<file path="src/rtl/uart9_slave_rx_buffer.sv">
// Receive buffer for a 9-bit multidrop UART slave: address filter plus FIFO.
// Optional macro UART9_BROADCAST_EN: an all-ones address also selects.
module uart9_slave_rx_buffer #(
    parameter int                DATA_W     = 8,
    parameter int                DEPTH      = 8,
    parameter logic [DATA_W-1:0] SLAVE_ADDR = DATA_W'(5)
) (
    input  logic                       clk,
    input  logic                       rst_n,
    input  logic [DATA_W:0]            rx_word,
    input  logic                       rx_valid,
    input  logic                       rd_en,
    output logic [DATA_W-1:0]          rd_data,
    output logic                       rd_valid,
    output logic                       empty,
    output logic                       full,
    output logic [$clog2(DEPTH):0]     count,
    output logic                       selected,
    output logic                       overflow,
    input  logic                       ovf_clr
);

    localparam int PW = $clog2(DEPTH);
    localparam int CW = PW + 1;

    typedef enum logic {IDLE, SELECTED} state_t;

    state_t            state_q;
    state_t            state_d;
    logic [DATA_W-1:0] mem [DEPTH];
    logic [PW-1:0]     wr_ptr;
    logic [PW-1:0]     rd_ptr;
    logic [DATA_W-1:0] payload;
    logic              is_addr;
    logic              is_data;
    logic              addr_hit;
    logic              bcast;
    logic              push;
    logic              pop;
    logic              drop;

    assign payload = rx_word[DATA_W-1:0];
    assign is_addr = rx_valid & rx_word[DATA_W];
    assign is_data = rx_valid & ~rx_word[DATA_W];

`ifdef UART9_BROADCAST_EN
    assign bcast = &payload;
`else
    assign bcast = 1'b0;
`endif

    assign addr_hit = (payload == SLAVE_ADDR) | bcast;

    always_comb begin
        state_d = state_q;
        if (is_addr) begin
            state_d = addr_hit ? SELECTED : IDLE;
        end
    end

    always_ff @(posedge clk or negedge rst_n) begin
        if (!rst_n) begin
            state_q <= IDLE;
        end else begin
            state_q <= state_d;
        end
    end

    assign selected = (state_q == SELECTED);

    assign empty = (count == '0);
    assign full  = (count == CW'(DEPTH));

    // A pop in the same cycle frees the slot, so a full FIFO still accepts.
    assign pop  = rd_en & ~empty;
    assign push = is_data & selected & (~full | pop);
    assign drop = is_data & selected & full & ~pop;

    always_ff @(posedge clk) begin
        if (push) begin
            mem[wr_ptr] <= payload;
        end
    end

    always_ff @(posedge clk or negedge rst_n) begin
        if (!rst_n) begin
            wr_ptr   <= '0;
            rd_ptr   <= '0;
            count    <= '0;
            rd_data  <= '0;
            rd_valid <= 1'b0;
            overflow <= 1'b0;
        end else begin
            rd_valid <= pop;
            if (push) begin
                wr_ptr <= wr_ptr + PW'(1);
            end
            if (pop) begin
                rd_data <= mem[rd_ptr];
                rd_ptr  <= rd_ptr + PW'(1);
            end
            case ({push, pop})
                2'b10:   count <= count + CW'(1);
                2'b01:   count <= count - CW'(1);
                default: count <= count;
            endcase
            if (drop) begin
                overflow <= 1'b1;
            end else if (ovf_clr) begin
                overflow <= 1'b0;
            end
        end
    end

endmodule
</file>
<file path="config.mk">
export PLATFORM = sky130hd
export DESIGN_NAME = uart9_slave_rx_buffer
export DESIGN_NICKNAME = d
export VERILOG_FILES = /design/src/rtl/uart9_slave_rx_buffer.sv
export SDC_FILE = /design/constraint.sdc
export NUM_CORES = 1
export LEC_CHECK = 0
export ABC_AREA = 1
export CORE_MARGIN = 2
export CORE_UTILIZATION = 51
export CTS_CLUSTER_SIZE = 24
export DETAILED_ROUTE_END_ITERATION = 7
export GPL_ROUTABILITY_DRIVEN = 0
export GPL_TIMING_DRIVEN = 0
export PLACE_DENSITY = 0.71
export SLEW_MARGIN = 20
export SYNTH_ARGS = -nofsm -noshare
export SYNTH_HDL_FRONTEND = slang
export SYNTH_SLANG_ARGS = --single-unit
</file>
<file path="constraint.sdc">
create_clock -name clk -period 2 [get_ports clk]
set_clock_uncertainty 0.1 [all_clocks]
set_input_delay 0.4 -clock clk [delete_from_list [all_inputs] [get_ports clk]]
set_output_delay 0.4 -clock clk [all_outputs]
set_load 0.005 [all_outputs]
</file>
==> impl_metrics.toml, run 1 <==
[outcome]
outcome = "completed"

[clock_network]
cts_tree = "done"
clkSinkCount = 85
htreeDepth = 3
clk_latency_ns = 0.34
clockBufferDepth = 2
cts_buffers = 9
hold_buffers = 0
root_buffer = "clkbuf_8"
clk_pin_slew_worst_paths_ns = 0.08

[worst_setup_path]
crit_fanout = 4
startpoint_type = "primary input"
endpoint_kind = "flop"
reg2reg_depth = 11
critical_path_class = "primary input to flop"
worstPathRequired_ns = 2.13
crit_arrival_ns = 2.08

[timing]
setup_tns_ns = 0
fin_crit_sh = 0.976
setup_viol = 0
maxSlewViolCount = 0
timing.fmax_ghz = 0.512
post-route-min-period_ns = 1.95
rsz0062_at_grt = "true"
worst_pin_slew_ns = 0.932
holdWs_ns = 0.313
hold_viol_final = 0
relSlewSlack = 0.377

[power_and_ir_drop]
p_leak_nw = 1.66
ir_worst_vdd_uv = 539
power_density_mw_per_mm2 = 1220

[yosys]
postSynthAreaPerCell_um2 = 11.1
synthTopCellsByArea = "edfxtp_1 54%, dfrtp_1 15%, nor2_1 8.4%"
synth.cell_area_mm2 = 0.00359
synth_top_area_frac = 0.536
synth_seq_cells = 85
synth_edf_count = 64
synthFlopType = "edfxtp_1"
synth_most_common_cell = "nor2_1"
yosysSeqAreaShare = 0.682
synthTopCellsByCount = "80 x nor2_1, 64 x edfxtp_1, 42 x nand2_1"
synth-async-reset-ratio = 0.247
synth_fp_nets = 342
synthCells = 323
synth.distinct_cells = 27
synth_top_area_cell = "edfxtp_1"
ys_warn_count = 0

[route]
routed_wl_mm = 7.29
ant_nets = 0
viasPerCell = 5.17
drtIter0Drc = 102
vias = 2457
wl_per_cell_um = 15.3
firstDrtPassIters = 4
drcViolationCount = 0

[global_route]
antenna_found_initial = 0
grt_pass1_vias = 2449
gr-total-overflow = 0
grt_max_degree = 22
grt_pass1_wl_mm = 11.8
grt_usage = 0.210

[placement]
hpwl_mm = 4.91
portBuffers = 30

[floorplanning]
rows = 30
die_h_um = 87.9
die_area_mm2 = 0.00772
dieWidth_um = 87.9
core_mm2 = 0.00679
initial_utilization = 0.528
boundaryPins = 31

[final_layout]
syn2layout_area_growth_pct = 21.7
layout.nets = 393
n_fill_cell = 546
register_area_mm2 = 0.00245
drive_above_1_share = 0.166
n_antenna_cell = 0
multi_input_area_mm2 = 0.00109

[min_path]
hp-class = "primary input to flop"
hold_path_depth = 4

[flow_run]
max_cap_violations = 0
## path summary, 6_finish.rpt
check / from / end / slack [ns]
max in group asynchronous: rst_n / count[2] / 0.70
max: rx_word[8] / count[2] / 0.05
max reg2reg: count[1] / count[2] / 0.05
min in group asynchronous: rst_n / count[1] / 0.47
min: rd_en / overflow / 0.31
min reg2reg: rd_data[5] / rd_data[5] / 0.38
## cell families after synthesis
family | count (synthesis) | share of synthesized area
and+or+nand+nor | 159 | 0.188
DFF | 85 | 0.682
AOI/OAI and AO/OA | 39 | 0.0547
buffers and inverters | 30 | 0.0457
xor gates and xnor gates | 5 | 0.0122
adders and majority gates | 5 | 0.0174
## layer usage
metal | track usage | vias up | part of all wire
met5 | 0 | - | 0
met4 | 0.109 | 0 | 0.023
met3 | 0.0386 | 14 | 0.052
met2 | 0.323 | 76 | 0.46
met1 | 0.286 | 1174 | 0.46
li1 | - | 1193 | -
## through the flow
| stage | setup slack (ns) | cell area [um^2] | total power (W) | utilization | instances |
|---|---|---|---|---|---|
| floorplan | -0.0370 | 3610 | 0.00345 | - | 323 |
| global placement | -0.660 | 4030 | 0.00411 | 0.594 | 449 |
| detailed placement | -0.722 | 4030 | 0.00416 | 0.594 | 449 |
| CTS | 0.00723 | 4330 | 0.00530 | 0.637 | 472 |
| global route | -0.0439 | 4370 | 0.00566 | 0.643 | 475 |
| finish | 0.0477 | 4370 | 0.00531 | 0.643 | 475 |
## power breakdown
group          total, W  switching, W  internal [W]
registers       0.00216     0.0000971       0.00207
logic           0.00213       0.00120      0.000929
clock network   0.00102      0.000570      0.000449
total           0.00531       0.00187       0.00344
## layout by cell type (no fill, tap or decap), types with 2 or more instances in the layout
cell,netlist,layout
inv_2,3,4
nand3_1,28,28
inv_1,14,12
nor2_1,80,70
nand4_1,2,2
buf_4,2,11
xnor2_1,2,2
dlygate4sd2_1,0,4
dfrtp_1,21,18
clkbuf_8,0,9
clkbuf_1,0,3
o21ai_1,2,2
xor2_1,3,3
o21ai_0,35,35
nand2_2,1,2
clkdlybuf4s50_1,0,24
nand2_1,42,41
clkinv_1,1,2
clkbuf_2,2,3
or2_4,1,2
buf_2,3,3
edfxtp_1,64,64
ha_1,5,3
buf_6,5,5
nor2_4,0,10
dfrtp_2,0,3
## critical path, stage by stage
cell             delay [ns]
clkdlybuf4s50_1        0.43
nor2_2                 0.15
nand2_2                0.13
ha_4                   0.19
nor2_1                 0.18
nor2_4                 0.05
ha_2                   0.17
a21oi_1                0.16
or2_4                  0.14
a31oi_1                0.07
## cell type report
class,count,area share
Buffer,11,0.0195
Sequential cell,85,0.561
Multi-Input combinational cell,208,0.249
Clock buffer,12,0.0310
Clock inverter,4,0.00573
Inverter,18,0.0161
Timing Repair Buffer,41,0.0897
Tap cell,96,0.0275
## state kept, by name, summed over array words and instances (netlist names)
signal    flops
mem          64
rd_data       8
count         4
rd_ptr        3
wr_ptr        3
overflow      1
rd_valid      1
selected      1
## repair_timing
item / CTS / global route
endpoints found under the setup margin: 68 / 34
hold endpoints to repair: 0 / 0
resized for setup: 28 / 7
setup buffers: 8 / 3
pin swaps: 6 / 8
Power figures use the tool's default switching activity.
==> run 2: changes to the inputs <==
==> constraint.sdc (replaced) <==
create_clock -name clk -period 2 [get_ports clk]
set_clock_uncertainty 0.1 [all_clocks]
set_input_delay 0.4 -clock clk [delete_from_list [all_inputs] [get_ports clk]]
set_output_delay 0.4 -clock clk [all_outputs]
set_load 0.01 [all_outputs]
==> impl_metrics.toml, run 2 (synthesis results as in run 1) <==
[route]
firstDrtPassIters = 5
wl_per_cell_um = 15.9
vias = 2505
viasPerCell = 5.26
ant_nets = 0
drcViolationCount = 0
routed_wl_mm = 7.59
drtIter0Drc = 142

[timing]
holdWs_ns = 0.333
post-route-min-period_ns = 1.96
rsz0062_at_grt = "true"
setup_tns_ns = 0
maxSlewViolCount = 0
worst_pin_slew_ns = 0.474
setup_viol = 0
fin_crit_sh = 0.980
hold_viol_final = 0
relSlewSlack = 0.683
timing.fmax_ghz = 0.510

[final_layout]
final_cell_mix = "70 x nor2_1, 64 x edfxtp_1, 41 x nand2_1"
largestRegisters = "mem: 64 flops, rd_data: 8 flops, count: 4 flops"
n_antenna_cell = 0
largest_register = "mem"
register_area_mm2 = 0.00245
layout.nets = 394
largest_reg_flops = 64
final_common_cell = "nor2_1"
n_fill_cell = 523
drive_above_1_share = 0.184
multi_input_area_mm2 = 0.00107
syn2layout_area_growth_pct = 23.3

[placement]
portBuffers = 30
hpwl_mm = 4.96

[worst_setup_path]
cp_num_cells = 12
startpoint_type = "primary input"
cpMaxStageDelayCell = "clkdlybuf4s50_1"
worstPathRequired_ns = 2.19
endpoint_kind = "flop"
crit_fanout = 4
r2r_start = "count[1]"
crit_arrival_ns = 2.15
path_buf_inv = 3
critical_path_class = "primary input to flop"
reg2reg_depth = 12
cp_top_family = "buffers and inverters"
cp_cell_sequence = "clkdlybuf4s50_1 > inv_2 > nand4_1 > nand2_2 > ha_4 > nand2_2 > inv_2 > nor2_4 > ha_2 > a21oi_2 > or2_4 > a31oi_1"
setup.worst_path.start = "rd_en"
max_stage_delay_ns = 0.49

[floorplanning]
initial_utilization = 0.528
dieWidth_um = 87.9
die_area_mm2 = 0.00772
core_mm2 = 0.00679
die_h_um = 87.9
boundaryPins = 31
rows = 30

[min_path]
hp-start = "rx_valid"
hp-class = "primary input to flop"
hold_path_depth = 4

[global_route]
grt_pass1_wl_mm = 12.1
grt_max_degree = 22
grt_usage = 0.217
grt_pass1_vias = 2442
gr-total-overflow = 0
antenna_found_initial = 0

[clock_network]
clockBufferDepth = 2
cts_buffers = 9
root_buffer = "clkbuf_8"
htreeDepth = 3
clkSinkCount = 85
clk_latency_ns = 0.36
clk_pin_slew_worst_paths_ns = 0.09
cts_tree = "done"

[power_and_ir_drop]
ir_worst_vdd_uv = 616
power_density_mw_per_mm2 = 1320
p_leak_nw = 1.72

[outcome]
outcome = "completed"

[flow_run]
max_cap_violations = 0
-- run 2: cell count changes in the layout (fill, tap and decap cells not counted), sizes merged --
cell,delta
clkinv,-3
dlygate4sd3,+1
dlygate4sd2,-3
clkbuf,-4
dlymetal6s2s,+2
bufinv,+3
clkinvlp,+2
buf,+2
inv,+1
-- run 2: worst paths after layout --
| kind | to | slack [ns] |
|---|---|---|
| setup / recovery | count[2] | 0.04 |
| hold / removal | selected | 0.33 |
| setup reg to reg | count[2] | 0.04 |
| hold reg to reg | rd_data[2] | 0.38 |
| max in group asynchronous | count[1] | 1.03 |
| min in group asynchronous | count[0] | 0.43 |
-- run 2: power breakdown --
part | total (W) | internal (W) | switching, W
registers | 0.00216 | 0.00206 | 0.0000977
logic | 0.00223 | 0.000939 | 0.00129
clock network | 0.00145 | 0.000832 | 0.000621
-- run 2: worst reg2reg max path, cell delays in order (launching register included) --
cell and delay, ns:
dfrtp_2 0.44, nor2_4 0.12, nand3_2 0.10, inv_4 0.09, nor2_8 0.05, ha_4 0.16
nand2_2 0.06, inv_2 0.05, nor2_4 0.11, ha_2 0.18, a21oi_2 0.04, or2_4 0.22
a31oi_1 0.17
-- run 2: metrics by stage --
stage               setup slack [ns]  cells  power (W)  area [um^2]  utilization
finish                        0.0393    476    0.00585         4430        0.651
detailed placement            -0.671    449    0.00422         4030        0.593
CTS                         0.000581    470    0.00580         4350        0.641
floorplan                    -0.0778    323    0.00350         3610            -
global route                 -0.0442    476    0.00622         4430        0.651
global placement              -0.664    449    0.00416         4030        0.593
-- run 2: routing by layer --
metal  track usage  share of wire
met1         0.282           0.45
met2         0.357           0.48
met3        0.0575          0.064
met4        0.0713          0.013
met5             0              0
-- run 2: area by class of cell --
type | count | share of cell area
timing repair buffer | 42 | 0.0879
sequential | 85 | 0.554
inverter | 18 | 0.0158
clock buffer | 9 | 0.0280
tap | 96 | 0.0271
buffer | 11 | 0.0192
multi-input combinational | 208 | 0.241
clock inverter | 7 | 0.0274
-- run 2: repair_timing --
| item | 4_1_cts | 5_1_grt |
|---|---|---|
| endpoints found under the hold margin | 0 | 21 |
| buffers inserted | 6 | 5 |
| gates resized for setup | 20 | 9 |
| endpoints found under the setup margin | 68 | 52 |
| hold buffers | 0 | 1 |
| pin swaps | 4 | 8 |
==> run 3: changes to the inputs <==
Settings changed: SLEW_MARGIN 20 to 40, TNS_END_PERCENT from default to 10.
Clock period 2 ns to 1.7 ns, I/O delays scaled along.
==> impl_metrics.toml, run 3 (synthesis results as in run 1) <==
[clock_network]
cts_tree = "done"
clk_latency_ns = 0.35
htreeDepth = 3
cts_buffers = 9
clkSinkCount = 85
clockBufferDepth = 2
root_buffer = "clkbuf_8"
clk_pin_slew_worst_paths_ns = 0.09

[power_and_ir_drop]
design_power_total_w = 0.00669
power_density_mw_per_mm2 = 1480
p_leak_nw = 1.80
ir_worst_vdd_uv = 630

[timing]
worst_pin_slew_ns = 0.476
post-route-min-period_ns = 1.86
holdWs_ns = 0.375
relSlewSlack = 0.683
rsz0062_at_grt = "true"
hold_viol_final = 0
fin_crit_sh = 1.09
finalWorstSetupSlack_ns = -0.158
timing.fmax_ghz = 0.538
maxSlewViolCount = 0
setup_viol = 36

[route]
ant_nets = 0
drtIter0Drc = 174
drcViolationCount = 0
firstDrtPassIters = 4
wl_per_cell_um = 16.4
viasPerCell = 5.23
routed_wl_mm = 7.80
vias = 2495

[flow_run]
max_cap_violations = 0

[worst_setup_path]
crit_arrival_ns = 1.42
critical_path_class = "flop to output port"
crit_fanout = 6
worstPathRequired_ns = 1.26
r2r_slack_ns = -0.14
startpoint_type = "flop"
endpoint_kind = "output port"

[global_route]
grt_pass1_vias = 2417
gr-total-overflow = 0
grt_pass1_wl_mm = 12.0
grt_max_degree = 22
antenna_found_initial = 0
grt_usage = 0.214

[final_layout]
final_cell_mix = "69 x nor2_1, 64 x edfxtp_1, 39 x nand2_1"
drive_above_1_share = 0.199
largest_register = "mem"
layout.nets = 395
syn2layout_area_growth_pct = 25.7
n_fill_cell = 528
largestRegisters = "mem: 64 flops, rd_data: 8 flops, count: 4 flops"
register_area_mm2 = 0.00245
largest_reg_flops = 64
n_antenna_cell = 0
final_common_cell = "nor2_1"
multi_input_area_mm2 = 0.00113

[floorplanning]
boundaryPins = 31
dieWidth_um = 87.9
rows = 30
core_mm2 = 0.00679
die_area_mm2 = 0.00772
die_h_um = 87.9
initial_utilization = 0.528

[outcome]
violations = "setup timing"
outcome = "finished with violations"

[min_path]
hp-class = "primary input to asynchronous set/reset pin"

[placement]
portBuffers = 30
hpwl_mm = 4.94
==> run 3: stage by stage <==
step | util | TNS (ns) | std cells | area, um^2 | setup WS [ns]
3_5_place_dp | 0.593 | -56.38 | 449 | 4030 | -0.926
6_report | 0.664 | -4.57 | 477 | 4510 | -0.158
5_1_grt | 0.664 | -9.15 | 477 | 4510 | -0.241
4_1_cts | 0.652 | -1.35 | 474 | 4430 | -0.209
2_1_floorplan | - | -6.28 | 323 | 3620 | -0.360
3_3_place_gp | 0.594 | -52.86 | 449 | 4040 | -0.883
==> run 3: power breakdown <==
group | internal, W | leakage (nW) | switching (W)
logic | 0.00105 | 0.862 | 0.00152
registers | 0.00243 | 0.829 | 0.000114
clock network | 0.000835 | 0.106 | 0.000752
total | 0.00431 | 1.80 | 0.00238
==> run 3: layout make-up <==
class                   count  area share
plain buffers              11      0.0189
clock buffers               9      0.0275
clock inverters             7      0.0216
inverters                  18      0.0166
multi-input cells         208       0.251
flip-flops and latches     85       0.543
well taps                  96      0.0266
repair buffers             43      0.0943
==> run 3: metal layers <==
layer	track usage	part of all wire
met5	0	0
met2	0.326	0.47
met1	0.300	0.45
met4	0.110	0.019
met3	0.0339	0.057
==> run 3: critical path, cell delays in order, from the launching register on <==
cell and delay, ns:
dfrtp_2 0.44, buf_4 0.18, nor4_4 0.27, buf_2 0.18
==> run 3: timing repair <==
item | 4_1_cts | 5_1_grt
hold buffers | 1 | 0
endpoints found under the hold margin | 21 | 0
setup endpoints to repair | 76 | 83
gates resized for setup | 43 | 20
buffers inserted | 9 | 3
pin swaps | 9 | 5
==> run 3: final timing paths <==
path	startpoint	endpoint	cells after the start
worst max-delay path	count[1]	full	3
worst min-delay path	rst_n	rd_ptr[1]	2
worst max register to register	count[3]	mem[4][1]	6
worst min register to register	rd_data[2]	rd_data[2]	2
max in group asynchronous	rst_n	count[0]	2
min in group clk	rx_valid	selected	4
